File: src/rtl/us_timming_req_driver.sv
// Edge-triggered FIFO drain: reads a latched number of entries and forwards them as a valid-qualified flow.
// Flow is valid 2 cycles after each rd_en; an empty FIFO stalls reads indefinitely; done pulses once the pipe drains.
module us_timming_req_driver #(
   parameter int DATA_W = 128,
   parameter int CNT_W  = 12
) (
   input  logic              sys_clk_i,
   input  logic              rst_n_i,
   input  logic              transmit_start_trigger_i,
   output logic              us_timming_rd_en_o,
   input  logic [DATA_W-1:0] us_timming_dout_i,
   input  logic              us_timming_empty_i,
   input  logic [CNT_W-1:0]  us_timming_cache_count_i,
   output logic              transmit_done_pluse_o,
   output logic              us_timming_flow_vld_o,
   output logic [DATA_W-1:0] us_timming_flow_o
);

   typedef enum logic [1:0] {IDLE, READ, DRAIN, DONE} state_t;

   state_t            r_state;
   state_t            w_state_nxt;
   logic              r_trig;
   logic              r_trig_d1;
   logic              r_armed;
   logic              w_start;
   logic [CNT_W-1:0]  r_target;
   logic [CNT_W-1:0]  r_rd_cnt;
   logic              w_rd_en;
   logic              w_done;
   logic              r_rd_en_d1;
   logic              r_flow_vld;
   logic [DATA_W-1:0] r_flow;

   // r_armed blocks a trigger that is already high when reset releases from looking like a fresh edge.
   always_ff @(posedge sys_clk_i or negedge rst_n_i) begin
      if (!rst_n_i) begin
         r_trig    <= 1'b0;
         r_trig_d1 <= 1'b0;
         r_armed   <= 1'b0;
      end else begin
         r_trig    <= transmit_start_trigger_i;
         r_trig_d1 <= r_trig;
         r_armed   <= r_armed | ~transmit_start_trigger_i;
      end
   end

   assign w_start = r_trig & ~r_trig_d1 & r_armed;

   always_ff @(posedge sys_clk_i or negedge rst_n_i) begin
      if (!rst_n_i) begin
         r_state <= IDLE;
      end else begin
         r_state <= w_state_nxt;
      end
   end

   always_comb begin
      w_state_nxt = r_state;
      w_rd_en     = 1'b0;
      w_done      = 1'b0;
      case (r_state)
         IDLE: begin
            if (w_start) begin
               w_state_nxt = (us_timming_cache_count_i == '0) ? DONE : READ;
            end
         end
         READ: begin
            w_rd_en = ~us_timming_empty_i & (r_rd_cnt < r_target);
            if (w_rd_en && (r_rd_cnt == r_target - CNT_W'(1))) begin
               w_state_nxt = DRAIN;
            end
         end
         DRAIN: begin
            if (!r_rd_en_d1 && !r_flow_vld) begin
               w_state_nxt = DONE;
            end
         end
         DONE: begin
            w_done      = 1'b1;
            w_state_nxt = IDLE;
         end
         default: w_state_nxt = IDLE;
      endcase
   end

   // Target is captured only on the start edge so later count changes cannot disturb a transfer.
   always_ff @(posedge sys_clk_i or negedge rst_n_i) begin
      if (!rst_n_i) begin
         r_target <= '0;
         r_rd_cnt <= '0;
      end else if (r_state == IDLE && w_start) begin
         r_target <= us_timming_cache_count_i;
         r_rd_cnt <= '0;
      end else if (w_rd_en) begin
         r_rd_cnt <= r_rd_cnt + CNT_W'(1);
      end
   end

   always_ff @(posedge sys_clk_i or negedge rst_n_i) begin
      if (!rst_n_i) begin
         r_rd_en_d1 <= 1'b0;
         r_flow_vld <= 1'b0;
         r_flow     <= '0;
      end else begin
         r_rd_en_d1 <= w_rd_en;
         r_flow_vld <= r_rd_en_d1;
         if (r_rd_en_d1) begin
            r_flow <= us_timming_dout_i;
         end
      end
   end

   assign us_timming_rd_en_o    = w_rd_en;
   assign transmit_done_pluse_o = w_done;
   assign us_timming_flow_vld_o = r_flow_vld;
   assign us_timming_flow_o     = r_flow;

endmodule

File: config.mk
export PLATFORM = sky130hd
export DESIGN_NAME = us_timming_req_driver
export DESIGN_NICKNAME = d
export VERILOG_FILES = /design/src/rtl/us_timming_req_driver.sv
export SDC_FILE = /design/constraint.sdc
export NUM_CORES = 1
export LEC_CHECK = 0
export CORE_ASPECT_RATIO = 0.7
export CORE_MARGIN = 2
export CORE_UTILIZATION = 39
export CTS_CLUSTER_DIAMETER = 60
export DETAILED_ROUTE_END_ITERATION = 6
export GPL_ROUTABILITY_DRIVEN = 1
export PLACE_DENSITY = 0.75
export REMOVE_ABC_BUFFERS = 1
export SLEW_MARGIN = 30
export SYNTH_ARGS = -nofsm -noshare
export SYNTH_HDL_FRONTEND = slang
export SYNTH_SLANG_ARGS = --single-unit
File: constraint.sdc
create_clock -name sys_clk_i -period 2.5 [get_ports sys_clk_i]
set_clock_uncertainty 0.15 [all_clocks]
set_input_delay 0.375 -clock sys_clk_i [delete_from_list [all_inputs] [get_ports sys_clk_i]]
set_output_delay 0.375 -clock sys_clk_i [all_outputs]
set_load 0.005 [all_outputs]
==> key figures <==
Outcome
  • Status: finished, violations left
  • Failing checks: negative setup slack

Worst setup path
  • Cells along the critical path: ha_4, nor2b_4, o211ai_1, a2111oi_4, nor3_4, buf_2
  • Critical path class: reg2out
  • Startpoint Class: flop
  • CP max-delay cell: a2111oi_4
  • CP Data Arrival Time: 2.03 ns
  • Buf/Inv on CP: 1
  • Max FO, Critical Path: 2
  • Critical Path Max Stage Delay: 0.46 ns
  • Top Family by Delay on Critical Path: compound AO/OA/AOI/OAI gates
  • CP Capture Type: output port
  • Critical Path RT: 1.98 ns

Layout
  • Layout area overhead: 60.82%
  • Most common cell after layout, fill and taps aside: clkdlybuf4s50_1
  • Diode count: 0
  • Commonest cells after routing, fill and taps aside: 272 x clkdlybuf4s50_1, 158 x dfrtp_1, 128 x mux2_2
  • Fill cells: 1316
  • Area occupied by multi-input gates: 0.002813 mm2
  • Nets@finish: 974
  • Share of post-route cells with drive strength above 1: 0.2840
  • Post-route insts no fill: 1055
  • Reg area: between 0.003 and 0.004 mm2

Global routing
  • Global route total overflow: 0
  • Tot GR Track Use: 0.2006
  • Initial antenna violation count: 0
  • First-pass GRT wire length: 29060 um
  • Largest net degree at the start of global routing: 56
  • Number of global-route vias before repair: about 5600

Route
  • Routed Wire Length: 18470 um
  • Initial DRC count: 228
  • Remaining DRCs: 0
  • Routed via count: around 5200
  • ANT nets after route: 0
  • Drt pass-1 iters: 4
  • Via density: approximately 4.9
  • Wire per inst: 17.51 um

Synth
  • Post-Synth Adder-Cell Area: 0.03314
  • Synthesized area: 0.006795 mm2
  • Fraction of registers with async set/reset: 1.000
  • Yosys reg bits: 159
  • Synthesis warning total: 0
  • Synth Area in Simple Gates: 0.06794
  • Most used DFF post-synth: dfrtp_1
  • Synth Area per Inst: between 10 and 15 um2
  • Main combinational cell family by area after synthesis: multiplexers
  • Sequential area share after synthesis: 0.5855
  • Number of flops mapped to enable cells by yosys: 0
  • Compound-Gate Fraction of Synth Area: 0.04732
  • Area share of xor/xnor cells in the synthesized design: 0.02578
  • Post-Syn Instances: 496
  • Proportion of synthesized area in mux cells: 0.2180
  • Unique masters post-synth: 51

Run
  • Max Cap Viol: 0

Clocking
  • CTS Buf Count: 17
  • H-tree Lvls: 4
  • CTS tree: built
  • Sink Count: 159
  • Longest Clk Path Bufs: 2
  • Clk Latency, worst-skew pair: 0.42 ns
  • Clock transition at path regs: 0.07 ns
  • CTS Root Cell: clkbuf_16

Timing
  • Fin. max-slew vios: 0
  • Tmin final: 2.557 ns
  • Fin. Hold Viols: 0
  • RSZ-0062 raised after global routing: yes
  • Fin crit share: 1.023
  • Setup violators final: 2
  • Slew @ Worst Pin: 0.6867 ns
  • Slew HR: 0.5422
  • Setup ws final: -0.05691 ns
  • Setup total negative slack: -0.09256 ns
  • Max Fclk: approximately 0.39 GHz

Floorplanning
  • DIE AREA: 0.01851 mm2
  • Die height: 114.4 um
  • Core box area: 0.01712 mm2
  • Rows: 40
  • Initial Utilization: 0.3970
  • Die width: 161.8 um
  • # IOs: between 200 and 300

Placement
  • Post-DP HPWL: roughly 14000 um
  • PortBufs: 274
  • Inst Count DP: 1018
  • RD Place Congestion: 0.9051

Power and ir drop
  • P per Cell Area: about 1200 mW/mm2
  • Leakage: 4.516 nW
  • VDD IR-drop max: 0.0007040 V

Hold path
  • HP Class: reg2reg
[sequential cells by signal, indices dropped and copies added, names as in the netlist]
register / cells
us_timming_flow_o: 128
r_rd_cnt: 12
r_target: 12
r_state: 2
r_armed: 1
r_rd_en_d1: 1
r_trig: 1
r_trig_d1: 1
us_timming_flow_vld_o: 1
[metal layers]
metal / wire length [um] / share of wire / global-route usage / vias up
li1: - / - / - / 2410
met1: 7990 / 0.43 / 0.2567 / 2525
met2: 8649 / 0.47 / 0.3217 / 201
met3: 1495 / 0.081 / 0.06193 / 25
met4: 336 / 0.018 / 0.07788 / 0
met5: 0 / 0 / 0 / -
[worst paths after layout]
| path | cells after the start | slack, ns | to | from |
|---|---|---|---|---|
| hold reg to reg | 0 | 0.22 | r_trig_d1$_DFF_PN0_ | r_trig$_DFF_PN0_ |
| min in group asynchronous | 2 | 0.33 | us_timming_flow_o[75]$_DFFE_PN0P_ | rst_n_i |
| setup / recovery | 6 | -0.06 | us_timming_rd_en_o | r_rd_cnt[1]$_DFFE_PN0P_ |
| max in group asynchronous | 3 | 1.17 | us_timming_flow_o[85]$_DFFE_PN0P_ | rst_n_i |
| hold / removal | 0 | 0.22 | r_trig_d1$_DFF_PN0_ | r_trig$_DFF_PN0_ |
| setup reg to reg | 10 | -0.04 | r_state[1]$_DFFE_PN0P_ | r_target[1]$_DFFE_PN0P_ |
[report_power, final]
part,switching (mW),internal [mW],leakage [nW]
Clock,1.08,1.81,0.307
Sequential,0.754,3.80,1.90
Combinational,2.10,3.80,2.31
Total,3.94,9.40,4.52
[cells in the mapped netlist (7+ instances only)]
cell | count | area [um2]
xnor2_1 | 10 | 87.58
a21oi_1 | 7 | 35.03
clkbuf_1 | 17 | 63.81
dfrtp_1 | 159 | 3979
nor2_1 | 14 | 52.55
xor2_1 | 10 | 87.58
inv_1 | 18 | 67.56
o21ai_0 | 17 | 85.08
ha_1 | 18 | 225.2
mux2_2 | 128 | 1441
nand4_1 | 7 | 43.79
nand2_1 | 21 | 78.83
[logic make-up (layout without fill, tap and decap cells)]
| kind of cell | after synthesis | in the layout |
|---|---|---|
| DFF | 159 | 159 |
| muxes | 132 | 132 |
| and+or+nand+nor | 81 | 81 |
| AOI/OAI and AO/OA | 47 | 47 |
| buffers and inverters | 39 | 367 |
| xor gates and xnor gates | 20 | 20 |
| adders and majority gates | 18 | 18 |
[per-stage QoR]
step	util	hold slack, ns	cell area [um2]	worst slack, ns	power [mW]
after CTS	0.6310	0.2244	10800	-0.06492	13.30
final	0.6385	0.2223	10930	-0.05691	13.34
after floorplan	-	-0.07059	6711	-1.147	6.897
after global routing	0.6385	0.2450	10930	-0.1438	14.12
after detailed placement	0.5891	0.2103	10080	-0.03397	10.24
after global placement	0.5891	0.2066	10080	0.001591	10.03
[worst reg2reg max path, delay by kind of cell, from the launching register on]
kind / cells / cell delay, ns
AO/OA/AOI/OAI: 4 / 0.81
AND/OR/NAND/NOR: 2 / 0.42
flip-flops: 1 / 0.39
buffers and inverters: 2 / 0.26
multiplexers: 1 / 0.22
adder cells (fa/ha/maj): 1 / 0.20
[final cells by class]
class                      count  area share
sequential                   159      0.3644
timing repair buffer         318      0.2860
multi-input combinational    298      0.2574
clock buffer                  19     0.04053
tap                          231     0.02645
clock inverter                12     0.01901
inverter                      18    0.006183
[timing repair]
item	in CTS	in global routing
buffers inserted	2	4
gates resized for setup	14	15
pin swaps	12	9
endpoints found under the hold margin	53	0
setup endpoints to repair	4	7
hold buffers	1	0
Power figures use the tool's default switching activity.
